<file path="config.mk">
export PLATFORM = sky130hd
export DESIGN_NAME = button_event_gen
export DESIGN_NICKNAME = d
export VERILOG_FILES = /design/src/rtl/button_event_gen.sv
export SDC_FILE = /design/constraint.sdc
export NUM_CORES = 1
export LEC_CHECK = 0
export BUFFER_PORTS_ARGS = -buffer_cell sky130_fd_sc_hd__buf_2
export CAP_MARGIN = 40
export CORE_ASPECT_RATIO = 1.25
export CORE_MARGIN = 3
export CORE_UTILIZATION = 50
export CTS_BUF_LIST = sky130_fd_sc_hd__clkbuf_8
export CTS_CLUSTER_DIAMETER = 100
export DETAILED_ROUTE_END_ITERATION = 6
export HOLD_SLACK_MARGIN = 0.1
export PLACE_DENSITY = 0.65
export SLEW_MARGIN = 10
export SYNTH_ARGS = -nofsm -noshare
export SYNTH_HDL_FRONTEND = slang
export SYNTH_SLANG_ARGS = --single-unit
</file>
<file path="constraint.sdc">
create_clock -name clk -period 3.1 [get_ports clk]
set_input_delay 0.465 -clock clk [delete_from_list [all_inputs] [get_ports clk]]
set_output_delay 0.465 -clock clk [all_outputs]
set_load 0.02 [all_outputs]
</file>
<file path="src/rtl/button_event_gen.sv">
// -----------------------------------------------------------------------------
// button_event_gen
// Turns the debounced push-button level into single-cycle event strobes:
// press, release, long-press, auto-repeat and (optionally) double-click.
// Runs on the same slow clock as the debounce stage; every output is a
// register, so each strobe appears one cycle after the sample that caused it.
//
// Optional feature macro: BUTTON_EVENT_DOUBLE_CLICK_EN
//   defined   : a short press followed by a new press within DBL_WINDOW
//               samples of its release raises double_pulse with press_pulse.
//   undefined : no gap state or gap counter, double_pulse is constant 0.
//
// Parameters:
//   CNT_WIDTH     width of the hold / repeat / gap counters
//   LONG_CYCLES   high samples (press sample included) before long_pulse
//   REPEAT_CYCLES sample period of repeat_pulse after long_pulse
//   DBL_WINDOW    max release-to-press distance for a double click
//
// Ports:
//   clk           clock (debounce-stage domain)
//   rst_n         synchronous reset, active-low
//   pb_debounced  debounced button level, 1 = pressed
//   press_pulse   one-cycle strobe on press
//   release_pulse one-cycle strobe on release
//   long_pulse    one-cycle strobe at the long-press threshold
//   repeat_pulse  one-cycle strobe every REPEAT_CYCLES samples after long
//   held          level, 1 while the button is registered as pressed
//   double_pulse  one-cycle strobe on the second press of a double click
// -----------------------------------------------------------------------------
module button_event_gen #(
   parameter int CNT_WIDTH     = 8,
   parameter int LONG_CYCLES   = 100,
   parameter int REPEAT_CYCLES = 25,
   parameter int DBL_WINDOW    = 30
) (
   input  logic clk,
   input  logic rst_n,
   input  logic pb_debounced,
   output logic press_pulse,
   output logic release_pulse,
   output logic long_pulse,
   output logic repeat_pulse,
   output logic held,
   output logic double_pulse
);

   localparam logic [CNT_WIDTH-1:0] CNT_MAX  = {CNT_WIDTH{1'b1}};
   localparam logic [CNT_WIDTH-1:0] CNT_ZERO = {CNT_WIDTH{1'b0}};
   localparam logic [CNT_WIDTH-1:0] CNT_ONE  = CNT_WIDTH'(1);
   localparam logic [CNT_WIDTH-1:0] LONG_LIM = CNT_WIDTH'(LONG_CYCLES);
   localparam logic [CNT_WIDTH-1:0] REP_LIM  = CNT_WIDTH'(REPEAT_CYCLES);

   typedef enum logic [1:0] {
      S_IDLE      = 2'd0,
      S_PRESSED   = 2'd1,
      S_LONG_HELD = 2'd2
`ifdef BUTTON_EVENT_DOUBLE_CLICK_EN
      ,
      S_GAP       = 2'd3
`endif
   } state_t;

   // Counters stop at all-ones instead of wrapping back to zero.
   function automatic logic [CNT_WIDTH-1:0] sat_inc(input logic [CNT_WIDTH-1:0] v);
      if (v == CNT_MAX) begin
         sat_inc = v;
      end else begin
         sat_inc = v + CNT_ONE;
      end
   endfunction

   state_t                 r_state;
   logic                   r_pb_prev;
   logic [CNT_WIDTH-1:0]   r_hold_cnt;
   logic [CNT_WIDTH-1:0]   r_rep_cnt;
   logic                   r_press;
   logic                   r_release;
   logic                   r_long;
   logic                   r_repeat;
   logic                   r_held;
   logic                   r_double;

   logic                   w_rise;
   logic                   w_fall;
   logic [CNT_WIDTH-1:0]   w_hold_inc;
   logic [CNT_WIDTH-1:0]   w_rep_inc;

   // r_pb_prev is cleared by reset, so a button held through reset reads as a rising edge.
   assign w_rise     = pb_debounced & ~r_pb_prev;
   assign w_fall     = ~pb_debounced & r_pb_prev;
   assign w_hold_inc = sat_inc(r_hold_cnt);
   assign w_rep_inc  = sat_inc(r_rep_cnt);

`ifdef BUTTON_EVENT_DOUBLE_CLICK_EN
   localparam logic [CNT_WIDTH-1:0] DBL_LIM = CNT_WIDTH'(DBL_WINDOW);

   logic [CNT_WIDTH-1:0]   r_gap_cnt;
   logic                   r_dbl_arm;   // current press started from IDLE, so its release may lead to a double
   logic [CNT_WIDTH-1:0]   w_gap_inc;

   assign w_gap_inc = sat_inc(r_gap_cnt);
`else
   // The window has no meaning without the gap state; the reference keeps one parameter list for both builds.
   logic                   w_unused_dbl;
   assign w_unused_dbl = (DBL_WINDOW == 0);
`endif

   // Event FSM: state, counters and all registered outputs.
   always_ff @(posedge clk) begin
      if (!rst_n) begin
         r_state    <= S_IDLE;
         r_pb_prev  <= 1'b0;
         r_hold_cnt <= CNT_ZERO;
         r_rep_cnt  <= CNT_ZERO;
         r_press    <= 1'b0;
         r_release  <= 1'b0;
         r_long     <= 1'b0;
         r_repeat   <= 1'b0;
         r_held     <= 1'b0;
         r_double   <= 1'b0;
`ifdef BUTTON_EVENT_DOUBLE_CLICK_EN
         r_gap_cnt  <= CNT_ZERO;
         r_dbl_arm  <= 1'b0;
`endif
      end else begin
         r_pb_prev <= pb_debounced;
         r_press   <= 1'b0;
         r_release <= 1'b0;
         r_long    <= 1'b0;
         r_repeat  <= 1'b0;
         r_double  <= 1'b0;
         case (r_state)
            S_IDLE: begin
               if (w_rise) begin
                  r_press    <= 1'b1;
                  r_hold_cnt <= CNT_ONE;
                  r_held     <= 1'b1;
                  r_state    <= S_PRESSED;
`ifdef BUTTON_EVENT_DOUBLE_CLICK_EN
                  r_dbl_arm  <= 1'b1;
`endif
               end else begin
                  r_held     <= 1'b0;
               end
            end
            S_PRESSED: begin
               // A release wins over a threshold that would be reached on the same sample.
               if (w_fall) begin
                  r_release <= 1'b1;
                  r_held    <= 1'b0;
`ifdef BUTTON_EVENT_DOUBLE_CLICK_EN
                  r_gap_cnt <= CNT_ZERO;
                  if (DBL_WINDOW > 0) begin
                     r_state <= S_GAP;
                  end else begin
                     r_state <= S_IDLE;
                  end
`else
                  r_state   <= S_IDLE;
`endif
               end else begin
                  r_hold_cnt <= w_hold_inc;
                  if (w_hold_inc == LONG_LIM) begin
                     r_long    <= 1'b1;
                     r_rep_cnt <= CNT_ZERO;
                     r_state   <= S_LONG_HELD;
                  end else begin
                     r_state   <= S_PRESSED;
                  end
               end
            end
            S_LONG_HELD: begin
               // A long press never opens a double-click window.
               if (w_fall) begin
                  r_release <= 1'b1;
                  r_held    <= 1'b0;
                  r_state   <= S_IDLE;
               end else if (w_rep_inc == REP_LIM) begin
                  r_repeat  <= 1'b1;
                  r_rep_cnt <= CNT_ZERO;
               end else begin
                  r_rep_cnt <= w_rep_inc;
               end
            end
`ifdef BUTTON_EVENT_DOUBLE_CLICK_EN
            S_GAP: begin
               // Any press here is within the window; it only counts as a double if
               // the press before it came from IDLE, so triple clicks give one double.
               if (w_rise) begin
                  r_press    <= 1'b1;
                  r_double   <= r_dbl_arm;
                  r_dbl_arm  <= 1'b0;
                  r_hold_cnt <= CNT_ONE;
                  r_held     <= 1'b1;
                  r_state    <= S_PRESSED;
               end else begin
                  r_gap_cnt  <= w_gap_inc;
                  if (w_gap_inc == DBL_LIM) begin
                     r_state <= S_IDLE;
                  end else begin
                     r_state <= S_GAP;
                  end
               end
            end
`endif
            default: begin
               r_state <= S_IDLE;
               r_held  <= 1'b0;
            end
         endcase
      end
   end

   assign press_pulse   = r_press;
   assign release_pulse = r_release;
   assign long_pulse    = r_long;
   assign repeat_pulse  = r_repeat;
   assign held          = r_held;
   assign double_pulse  = r_double;

endmodule
</file>
* Word-level counts from Yosys, hierarchy flattened
Index checks and enable logic that the tools add are counted.
** Storage, ports and cells
- Input bits :: 3
- Word-level logic and storage cells :: 62
- Flip-flop bits (word level) :: 24
** Operators by class
- Mux-type cells :: 21
- Eq/ne operators :: 12
- Reductions and logical operators :: 11
- Bitwise operators :: 7
- $add $sub $neg :: 2
** Operator list (count)
- 8-bit two-way mux :: 8
- 8-bit one-hot mux with 2 select lines :: 2
- 8-bit by 1-bit adder with 8-bit output, second input constant :: 2
- 8-bit == test, second input constant :: 2
- 2-bit inequality test, second input constant :: 5
- 8-bit by 5-bit == test with 1-bit output, second input constant :: 1
- 8-bit by 7-bit == test with 1-bit output, second input constant :: 1
- 2-bit two-way mux :: 4
- 2-bit one-hot mux with 3 select lines :: 1
- 2-bit AND reduction :: 3
- 3-bit OR reduction :: 2
- 1-bit two-way mux :: 5
- 1-bit inverter :: 5
- 4-bit AND reduction :: 1
- 2-bit nonzero test :: 2
- 3-bit AND reduction :: 1
- 1-bit AND :: 2
- 2-bit by 1-bit == test with 1-bit output, second input constant :: 1
- 2-bit == test, second input constant :: 1
- 2-bit zero test :: 1
- 2-bit by 1-bit inequality test with 1-bit output, second input constant :: 1
- 1-bit one-hot mux with 2 select lines :: 1
- 2-bit OR reduction :: 1

* Depth between registers and ports, before layout
Gate-level depths: netlist of run 1.
- Word-level depth :: 6
- Depth in mapped cells :: 8
- Mapped depth without buffers :: 7

* Worst setup path before layout of run 1
No wires, ideal clock.
- Path kind :: register to register
- Start point :: register r_hold_cnt[0]
- End point :: register r_rep_cnt[4]
- Slack :: 1.139 ns
- Period minus slack after synthesis :: 1.961 ns
- Library setup time :: 0.117 ns
- Arrival time :: 1.844 ns
- Path buffers :: 1
- Stages on the path, launching flop included :: 9
- Cell sequence :: dfxtp_1 -> ha_1 -> nand2_1 -> nand4_4 -> o311a_4 -> o41ai_4 -> buf_6 -> o22ai_1 -> a32o_1
** Between the ends
- Longest elaborated chain between the ends :: 5
** Ends and longest elaborated chain
- start: declaration :: line 74 : logic [CNT_WIDTH-1:0] r_hold_cnt;
- start signal: assignment :: line 162 : r_hold_cnt <= w_hold_inc;
- 8-bit by 1-bit adder with 8-bit output or 8-bit == test (tied branches) :: line 68, 65
- 8-bit two-way mux (*) :: line 65 : if (v == CNT_MAX) begin
- 8-bit by 7-bit == test with 1-bit output (*) :: line 163 : if (w_hold_inc == LONG_LIM) begin
- 2-bit inequality test (no source line) (*)
- 4-bit AND reduction (no source line) (*)
- end signal: assignment :: line 182 : r_rep_cnt <= w_rep_inc;
- end: declaration :: line 75 : logic [CNT_WIDTH-1:0] r_rep_cnt;
Mark *: on every way between the ends. The rest lies on a longest branch, timed or not.
A chain may end at the register's enable or synchronous reset.

* Worst setup path after layout of run 1
- Start point :: register r_hold_cnt[2]
- End point :: register r_rep_cnt[4]
The elaborated chain is that of the path after synthesis.

==> run metrics, run 1 <==
DRC 0; largest net degree at the start of global routing 14; Req. time, crit path between 3 and 4 ns; layout cells sized above 1 between 10% and 20%; Seq/Total Area, Yosys 33.28%; Net Count, Synth 179; Setup TNS 0 ns; CTS sink count 24; Tot GR Track Use between 10% and 20%; gr ovfl total 0; EDFF count, synth 0; worst setup skew after layout approximately 0.008 ns; main combinational cell family by area after synthesis compound AO/OA/AOI/OAI gates; # rows 21; DR vias/cell 6.295; Initial Util 52.84%; fill count 262; First-pass DRT Iterations 4; Synth Cell Area 0.001444 mm2; Yosys Warn Count 0; core area 0.002733 mm2; ant diodes 0; reg2reg path depth 6; Slew Limit Fails 0; PortBufs 7; Leak Pwr 0.5812 nW; Arrival @ worst endpoint around 2.6 ns; async set-reset flop share out of synthesis 0%; fin area roughly 0.0015 mm2; Cells after Synth 171; power density cells between 400 and 500 mW/mm2; clock transition at the registers of the reported paths 0.09 ns; hold bufs inserted after CTS 0; starting DRC count in detailed routing 46; Simple-Gate Fraction of Synth Area about a quarter; Max FO, Critical Path 13; most frequent cells in the layout dfxtp_1 (24), nand2_1 (19), nor2_1 (14), o21ai_0 (13), a21oi_1 (12); Reg area 480.5 um2; Die ar. 0.003573 mm2; RD Place Congestion between 0.8 and 0.9; die width 54.07 um; Synth Area in Adders 4.333%; Final Hold Viols 0; RSZ-0062 raised after global routing false; H-tree levels 1; maximum clock rate approximately 400 MHz; Min-Delay Path Depth 2; Post-DP Area 0.001469 mm2; Final nets around 180; CTS resizes 0; Final setup violation count 0; Clock Latency Late Sink 0.27 ns; fin crit period ~2.5 ns; max_slew headroom 46.45%; first-pass GRT wire length ~5.3 mm; WL final 3.155 mm; power after layout 0.0006162 W; Detail Route Antenna Nets 0; Max Root-Sink Buffers 2; xor/xnor share of the synthesized area 1.820%; I/O Pins 9; Hold/Removal Path Class input port to flop; Least-Margin Pin Slew between 0.8 and 0.9 ns; outcome finished, final reports clean; syn avg cell area 8.444 um2; multiplexer share of the synthesized area 2.166%; fraction of the mapped netlist area in compound gates 26.78%; WL/cell ~15 um; most common cell after layout, fill and taps aside dfxtp_1; Max Cap Viol 0; Worst Setup Start Kind flop; initial antenna violation count 0; period utilisation layout 79.68%; CTS buffer count 3; reg-to-reg slack, setup 0.63 ns; die height 66.08 um; ys flop type dfxtp_1; CTS tree built; Post-DP HPWL 2.276 mm; vias in the first global route 1189; CTS Root Cell clkbuf_8; Worst VDD drop 0.3517 mV; vias post-DR 1303; Area Growth Syn to Fin 5.546%; critical path class flop to flop; CP Capture Type flop; footprint of the multi-input gates 880.8 um2; Yosys reg bits 24; setup bufs post-CTS 0; post-synthesis cell type count 49
==> sequential cells by signal, indices dropped and copies added (netlist names) <==
name / cells
r_state: 2
r_rep_cnt: 8
press_pulse: 1
r_hold_cnt: 8
r_pb_prev: 1
release_pulse: 1
long_pulse: 1
held: 1
repeat_pulse: 1
==> worst paths after layout <==
check / from / endpoint
max: r_hold_cnt[2] / r_rep_cnt[4]
min: pb_debounced / r_pb_prev
max reg2reg: r_hold_cnt[2] / r_rep_cnt[4]
min reg2reg: held / held
==> power by group <==
group          leakage [nW]  switching [W]  internal (W)
clock network        0.0288       0.000100      0.000113
registers             0.195     0.00000596      0.000316
logic                 0.358      0.0000518     0.0000289
==> per-stage QoR <==
stage / worst slack (ns) / hold slack (ns) / cells / utilization [%]
detailed placement: 0.6783 / 0.4492 / 203 / 53.75
floorplan: 1.139 / 0.4786 / 171 / -
finish: 0.6298 / 0.4266 / 207 / 55.77
global route: 0.4793 / 0.4365 / 207 / 55.77
CTS: 0.6627 / 0.4295 / 207 / 55.77
global placement: 0.7765 / 0.4427 / 203 / 53.75
==> layout make-up <==
type	count	share of cell area [%]
repair buffers	8	2.791
well taps	34	2.791
flip-flops and latches	24	31.53
multi-input cells	131	57.80
inverters	6	1.478
clock buffers	4	3.612
==> synth_stat cells (all sizes together), types with 2 or more instances <==
cell type | number | area share [%]
ha | 5 | 4.3
a31oi | 3 | 1.3
nor4b | 2 | 1.2
o22ai | 2 | 0.87
a31o | 4 | 2.4
buf | 4 | 2.4
xor2 | 3 | 1.8
nand4 | 6 | 3.6
inv | 6 | 1.6
nor3 | 3 | 1.0
clkbuf | 6 | 1.7
dfxtp | 24 | 33
a211oi | 5 | 3.6
and3 | 7 | 3.0
and2 | 2 | 0.87
nand2 | 19 | 4.9
nor2 | 14 | 3.6
nand3 | 2 | 0.69
mux2i | 2 | 1.4
a21oi | 12 | 4.2
nand4b | 2 | 1.2
nor2b | 3 | 1.3
o21ai | 13 | 4.5
a311oi | 2 | 1.2
==> logic make-up (layout without fill, tap and decap cells) <==
kind of cell               count (synthesis)  count (layout)
DFF                                       24              24
muxes                                      3               3
other                                      1               1
xor gates and xnor gates                   3               3
AOI/OAI and AO/OA                         52              52
buffers and inverters                     16              18
and+or+nand+nor                           67              67
adders and majority gates                  5               5
==> layer usage <==
layer,up-vias,track usage [%],share of wire [%]
met1,620,22.98,43
met5,-,0,0
met3,5,2.935,4.3
met2,36,34.85,51
li1,642,-,-
met4,0,7.788,1.5
==> critical path: stages, from the launching register on <==
cell and delay (ns):
dfxtp_1 0.46, and3_1 0.39, nor2b_1 0.26, o21ai_0 0.17, o41ai_4 0.68, o22ai_1 0.17, a32o_1 0.23
No activity file was read; power rests on OpenSTA's default activity.
==> run 2, diff against run 1 <==
- clock period: 3.1 -> 2.3 ns (I/O delays scaled with it)
==> run metrics, run 2 (synthesis results as in run 1) <==
power density cells 583.3 mW/mm2 (was 404.3 mW/mm2); vias post-DR 1279 (was 1303); delay-heaviest family, CP compound AO/OA/AOI/OAI gates (unchanged); Bufs and invs on worst path 1 (was 0); Final nets 186 (was 182); DRC 0 (unchanged); Detail Route Antenna Nets 0 (unchanged); Setup TNS 0 ns (unchanged); Reg area 480.5 um2 (unchanged); I/O Pins 9 (unchanged); max_slew headroom 66.94% (was 46.45%); setup bufs post-CTS 0 (unchanged); Critical R2R Launch r_hold_cnt[0] (was r_hold_cnt[2]); First-pass DRT Iterations 4 (unchanged); worst setup margin 0.1305 ns (was 0.6298 ns); Initial Util 52.84% (unchanged); core area 0.002733 mm2 (unchanged); RSZ-0062 raised after global routing false (unchanged); Req. time, crit path 2.53 ns (was 3.26 ns); Clock Latency Late Sink 0.27 ns (about the same); Max Root-Sink Buffers 2 (unchanged); Final Hold Viols 0 (unchanged); most common cell after layout, fill and taps aside dfxtp_1 (unchanged); DP Worst Slack 0.1360 ns (was 0.6783 ns); vias in the first global route 1190 (was 1189); CTS Root Cell clkbuf_8 (unchanged); CTS sink count 24 (unchanged); CTS tree built (unchanged); Min-Delay Path Depth 2 (unchanged); layout cells sized above 1 17.51% (was 15.03%); die height 66.08 um (unchanged); reg-to-reg slack, setup 0.13 ns (was 0.63 ns); Max Cap Viol 0 (unchanged); die width 54.07 um (unchanged); Least-Margin Pin Slew 0.4907 ns (was 0.8006 ns); Final setup violation count 0 (unchanged); outcome finished, final reports clean (unchanged); reg2reg path depth 8 (was 6); Post-DP HPWL 2.284 mm (was 2.276 mm); largest registers r_hold_cnt (8), r_rep_cnt (8), r_state (2) (unchanged); CTS buffer count 3 (unchanged); min-delay src pb_debounced (unchanged); first-pass GRT wire length 5.257 mm (was 5.264 mm); fill count 278 (was 262); fin crit period 2.170 ns (was 2.470 ns); Area Growth Syn to Fin 8.839% (was 5.546%); period utilisation layout 94.33% (was 79.68%); clock transition at the registers of the reported paths 0.09 ns (about the same); Slew Limit Fails 0 (unchanged); Max FO, Critical Path 13 (unchanged); initial antenna violation count 0 (unchanged); Worst Setup Start Kind flop (unchanged); worst r2r dst r_rep_cnt[0] (was r_rep_cnt[4]); worst setup skew after layout 0.007977 ns (was 0.008028 ns); Leak Pwr 0.6093 nW (was 0.5812 nW); Tot GR Track Use 19.55% (was 19.72%); most frequent cells in the layout dfxtp_1 (24), nand2_1 (19), nor2_1 (14), o21ai_0 (13), a21oi_1 (12) (unchanged); worst hold path endpoint r_pb_prev (unchanged); max incr delay on CP 0.34 ns (was 0.68 ns); hold bufs inserted after CTS 0 (unchanged); critical path class flop to flop (unchanged); WL final 3.095 mm (was 3.155 mm); largest net degree at the start of global routing 15 (was 14); RD Place Congestion 0.8540 (was 0.8346); WL/cell 14.67 um (was 15.24 um); starting DRC count in detailed routing 55 (was 46); Arrival @ worst endpoint 2.40 ns (was 2.63 ns); PortBufs 7 (unchanged); gr ovfl total 0 (unchanged); Die ar. 0.003573 mm2 (unchanged); Worst VDD drop 0.4789 mV (was 0.3517 mV); maximum clock rate 460.9 MHz (was 404.8 MHz); Slowest cell on crit path dfxtp_1 (was o41ai_4); ant diodes 0 (unchanged); footprint of the multi-input gates 882.1 um2 (was 880.8 um2); DR vias/cell 6.062 (was 6.295); H-tree levels 1 (unchanged); # rows 21 (unchanged); critical-path cell list ha_1, nand2_1, nand4_4, o311a_4, o41ai_4, buf_4, nor4b_1, a31o_2 (was and3_1, nor2b_1, o21ai_0, o41ai_4, o22ai_1, a32o_1); CTS resizes 0 (unchanged); CP Capture Type flop (unchanged); Hold/Removal Path Class input port to flop (unchanged)
[run 2: cell count changes in the layout (fill, tap and decap cells not counted)]
| cell | before | now |
|---|---|---|
| and3_1 | 7 | 6 |
| bufinv_16 | 0 | 1 |
| buf_4 | 1 | 5 |
| and3_2 | 0 | 1 |
| clkbuf_8 | 4 | 3 |
[run 2: metal layers]
metal | routed length (um) | part of all wire (%) | vias to the layer above | GRT usage, %
met5 | 0 | 0 | - | 0
met4 | 46 | 1.5 | 0 | 9.034
met3 | 71 | 2.3 | 5 | 2.483
met2 | 1551 | 50 | 20 | 32.12
met1 | 1426 | 46 | 609 | 24.69
li1 | - | - | 645 | -
[run 2: through the flow]
stage	instance area (um2)	hold WS [ns]	cells	utilization, %	total power, W
2_1_floorplan	1444	0.4667	171	-	0.0005225
3_3_place_gp	1499	0.4409	207	54.85	0.0005501
3_5_place_dp	1499	0.4649	207	54.85	0.0005533
4_1_cts	1570	0.3091	211	57.46	0.0009231
5_1_grt	1572	0.3221	211	57.51	0.0009515
6_report	1572	0.3050	211	57.51	0.0009166
[run 2: final cells by class]
| class | instances | share of cell area [%] |
|---|---|---|
| Inverter | 6 | 1.433 |
| Tap cell | 34 | 2.707 |
| Multi-Input combinational cell | 131 | 56.13 |
| Clock inverter | 1 | 1.911 |
| Sequential cell | 24 | 30.57 |
| Clock buffer | 3 | 2.627 |
| Timing Repair Buffer | 12 | 4.618 |
[run 2: worst max path at each step]
stage / from / to / slack [ns] / cells past startpoint
6_report: r_hold_cnt[0] / r_rep_cnt[0] / 0.13 / 8
5_1_grt: r_hold_cnt[0] / r_rep_cnt[0] / 0.03 / 8
4_1_cts: r_hold_cnt[2] / r_rep_cnt[0] / 0.08 / 7
3_5_place_dp: r_hold_cnt[2] / r_rep_cnt[0] / 0.14 / 7
3_3_place_gp: r_hold_cnt[2] / r_rep_cnt[0] / 0.14 / 7
2_1_floorplan: r_hold_cnt[0] / r_rep_cnt[4] / 0.34 / 8
[run 2: power breakdown]
part / internal, W / leakage, nW / total, W / switching [W]
Clock: 0.000233 / 0.0357 / 0.000373 / 0.000140
Sequential: 0.000426 / 0.195 / 0.000433 / 0.00000710
Combinational: 0.0000412 / 0.379 / 0.000111 / 0.0000698
==> run 3, diff against run 2 <==
- CORE_ASPECT_RATIO: 1.25 -> 0.5
==> run metrics, run 3 (synthesis results as in run 1) <==
maximum clock rate 456.4 MHz (was 460.9 MHz); Die ar. 0.003608 mm2 (was 0.003573 mm2); Critical R2R Launch r_hold_cnt[5] (was r_hold_cnt[0]); core area 0.002668 mm2 (was 0.002733 mm2); Slowest cell on crit path dfxtp_1 (unchanged); max incr delay on CP 0.48 ns (was 0.34 ns); sw power 0.0002058 W (was 0.0002166 W); Setup TNS 0 ns (unchanged); CTS tree built (unchanged); # rows 13 (was 21); DR vias/cell 5.967 (was 6.062); CTS sink count 24 (unchanged); most common cell after layout, fill and taps aside dfxtp_1 (unchanged); RSZ-0062 raised after global routing false (unchanged); starting DRC count in detailed routing 46 (was 55); clock transition at the registers of the reported paths 0.08 ns (was 0.09 ns); sw frac 26.12% (was 23.63%); Worst VDD drop 0.2525 mV (was 0.4789 mV); First-pass DRT Iterations 4 (unchanged); Slew Limit Fails 0 (unchanged); Seq pwr share 54.9% (was 47.2%); PortBufs 7 (unchanged); final non-filler cell total 212 (was 211); most frequent cells in the layout dfxtp_1 (24), nand2_1 (18), nor2_1 (14), o21ai_0 (13), a21oi_1 (12) (was dfxtp_1 (24), nand2_1 (19), nor2_1 (14), o21ai_0 (13), a21oi_1 (12)); H-tree levels 1 (unchanged); Leak Pwr 0.5909 nW (was 0.6093 nW); Area Growth Syn to Fin 6.673% (was 8.839%); Max Root-Sink Buffers 2 (unchanged); ant diodes 0 (unchanged); initial antenna violation count 0 (unchanged); CTS buffer count 3 (unchanged); I/O Pins 9 (unchanged); layout cells sized above 1 17.14% (was 17.51%); WL/cell 14.33 um (was 14.67 um); placed insts 209 (was 207); fin crit period 2.191 ns (was 2.170 ns); critical-path cell list and4_2, nand4_4, o311a_4, o41ai_4, buf_4, nor4b_1, a31o_2 (was ha_1, nand2_1, nand4_4, o311a_4, o41ai_4, buf_4, nor4b_1, a31o_2); WL final 3.037 mm (was 3.095 mm); Worst Setup Start Kind flop (unchanged); Max FO, Critical Path 13 (unchanged); hold bufs inserted after CTS 0 (unchanged); largest net degree at the start of global routing 14 (was 15); Combinational Power Share 13.7% (was 12.1%); largest registers r_hold_cnt (8), r_rep_cnt (8), r_state (2) (unchanged); Post-DP HPWL 2.180 mm (was 2.284 mm); delay-heaviest family, CP simple AND/OR/NAND/NOR gates (was compound AO/OA/AOI/OAI gates); worst setup path start r_hold_cnt[5] (was r_hold_cnt[0]); clock power share 31.4% (was 40.6%); DRC 0 (unchanged); cell internal pwr 0.0005821 W (was 0.0007000 W); Bufs and invs on worst path 1 (unchanged); first-pass GRT wire length 5.181 mm (was 5.257 mm); vias in the first global route 1163 (was 1190); Clock Latency Late Sink 0.27 ns (about the same); Final Hold Viols 0 (unchanged); Initial Util 54.13% (was 52.84%); outcome finished, final reports clean (unchanged); setup bufs post-CTS 0 (unchanged); Hold/Removal Path Class input port to flop (unchanged); Req. time, crit path 2.51 ns (was 2.53 ns); Tot GR Track Use 18.66% (was 19.55%); Final nets 185 (was 186); Max Cap Viol 0 (unchanged); min-delay src pb_debounced (unchanged); Final setup violation count 0 (unchanged); CP Capture Type flop (unchanged); worst setup skew after layout 0.007133 ns (was 0.007977 ns); vias post-DR 1265 (was 1279); die height 44 um (was 66.08 um); critical path class flop to flop (unchanged); die width 82.00 um (was 54.07 um); RD Place Congestion 0.9034 (was 0.8540); Arrival @ worst endpoint 2.40 ns (about the same); CTS Root Cell clkbuf_8 (unchanged); Detail Route Antenna Nets 0 (unchanged); gr ovfl total 0 (unchanged); power density cells 511.5 mW/mm2 (was 583.3 mW/mm2); period utilisation layout 95.26% (was 94.33%)
==> run 3: cell count changes in the layout (fill, tap and decap cells not counted), sizes merged <==
cell and delta:
buf -1, bufinv -1
==> run 3: repair_timing <==
| item | in CTS | in global routing |
|---|---|---|
| hold endpoints to repair | 0 | 0 |
| resized for setup | 0 | 2 |
| setup endpoints to repair | 0 | 1 |
==> run 3: stage by stage <==
step           worst slack, ns  utilization (%)  total power [W]  area, um2  hold WS [ns]
5_1_grt                0.01507            57.74        0.0008318       1540        0.3194
3_5_place_dp            0.1614            56.05        0.0005506       1495        0.4452
2_1_floorplan           0.3387                -        0.0005225       1444        0.4667
3_3_place_gp            0.1253            56.05        0.0005487       1495        0.4405
4_1_cts                0.09741            57.60        0.0008021       1536        0.3095
6_report                0.1090            57.74        0.0007879       1540        0.3163
==> run 3: final timing paths <==
kind / cells past startpoint / slack [ns] / endpoint
setup / recovery: 7 / 0.11 / r_rep_cnt[0]
hold / removal: 2 / 0.32 / r_pb_prev
setup reg to reg: 7 / 0.11 / r_rep_cnt[0]
hold reg to reg: 2 / 0.45 / held
==> run 3: power by group through the flow <==
stage                     logic [W]  registers, W  clock network [W]
final                      0.000108      0.000433           0.000247
after global routing       0.000120      0.000434           0.000278
after CTS                  0.000109      0.000432           0.000261
after detailed placement   0.000108      0.000442                  0
after global placement     0.000107      0.000442                  0
after floorplan           0.0000760      0.000446                  0
==> run 3: cell type report <==
cell class | count | area (um2)
Sequential cell | 24 | 480.5
Inverter | 6 | 22.52
Tap cell | 37 | 46.29
Multi-Input combinational cell | 131 | 884.6
Clock buffer | 3 | 41.29
Fill cell | 253 | 1127
Timing Repair Buffer | 11 | 65.06
==> run 3: routing by layer <==
metal  vias to the layer above  wire [um]  global-route usage, %
met1                       604       1480                  23.75
met4                         0         18                  4.305
li1                        640          -                      -
met3                         4         99                  5.809
met5                         -          0                      0
met2                        17       1439                  31.14
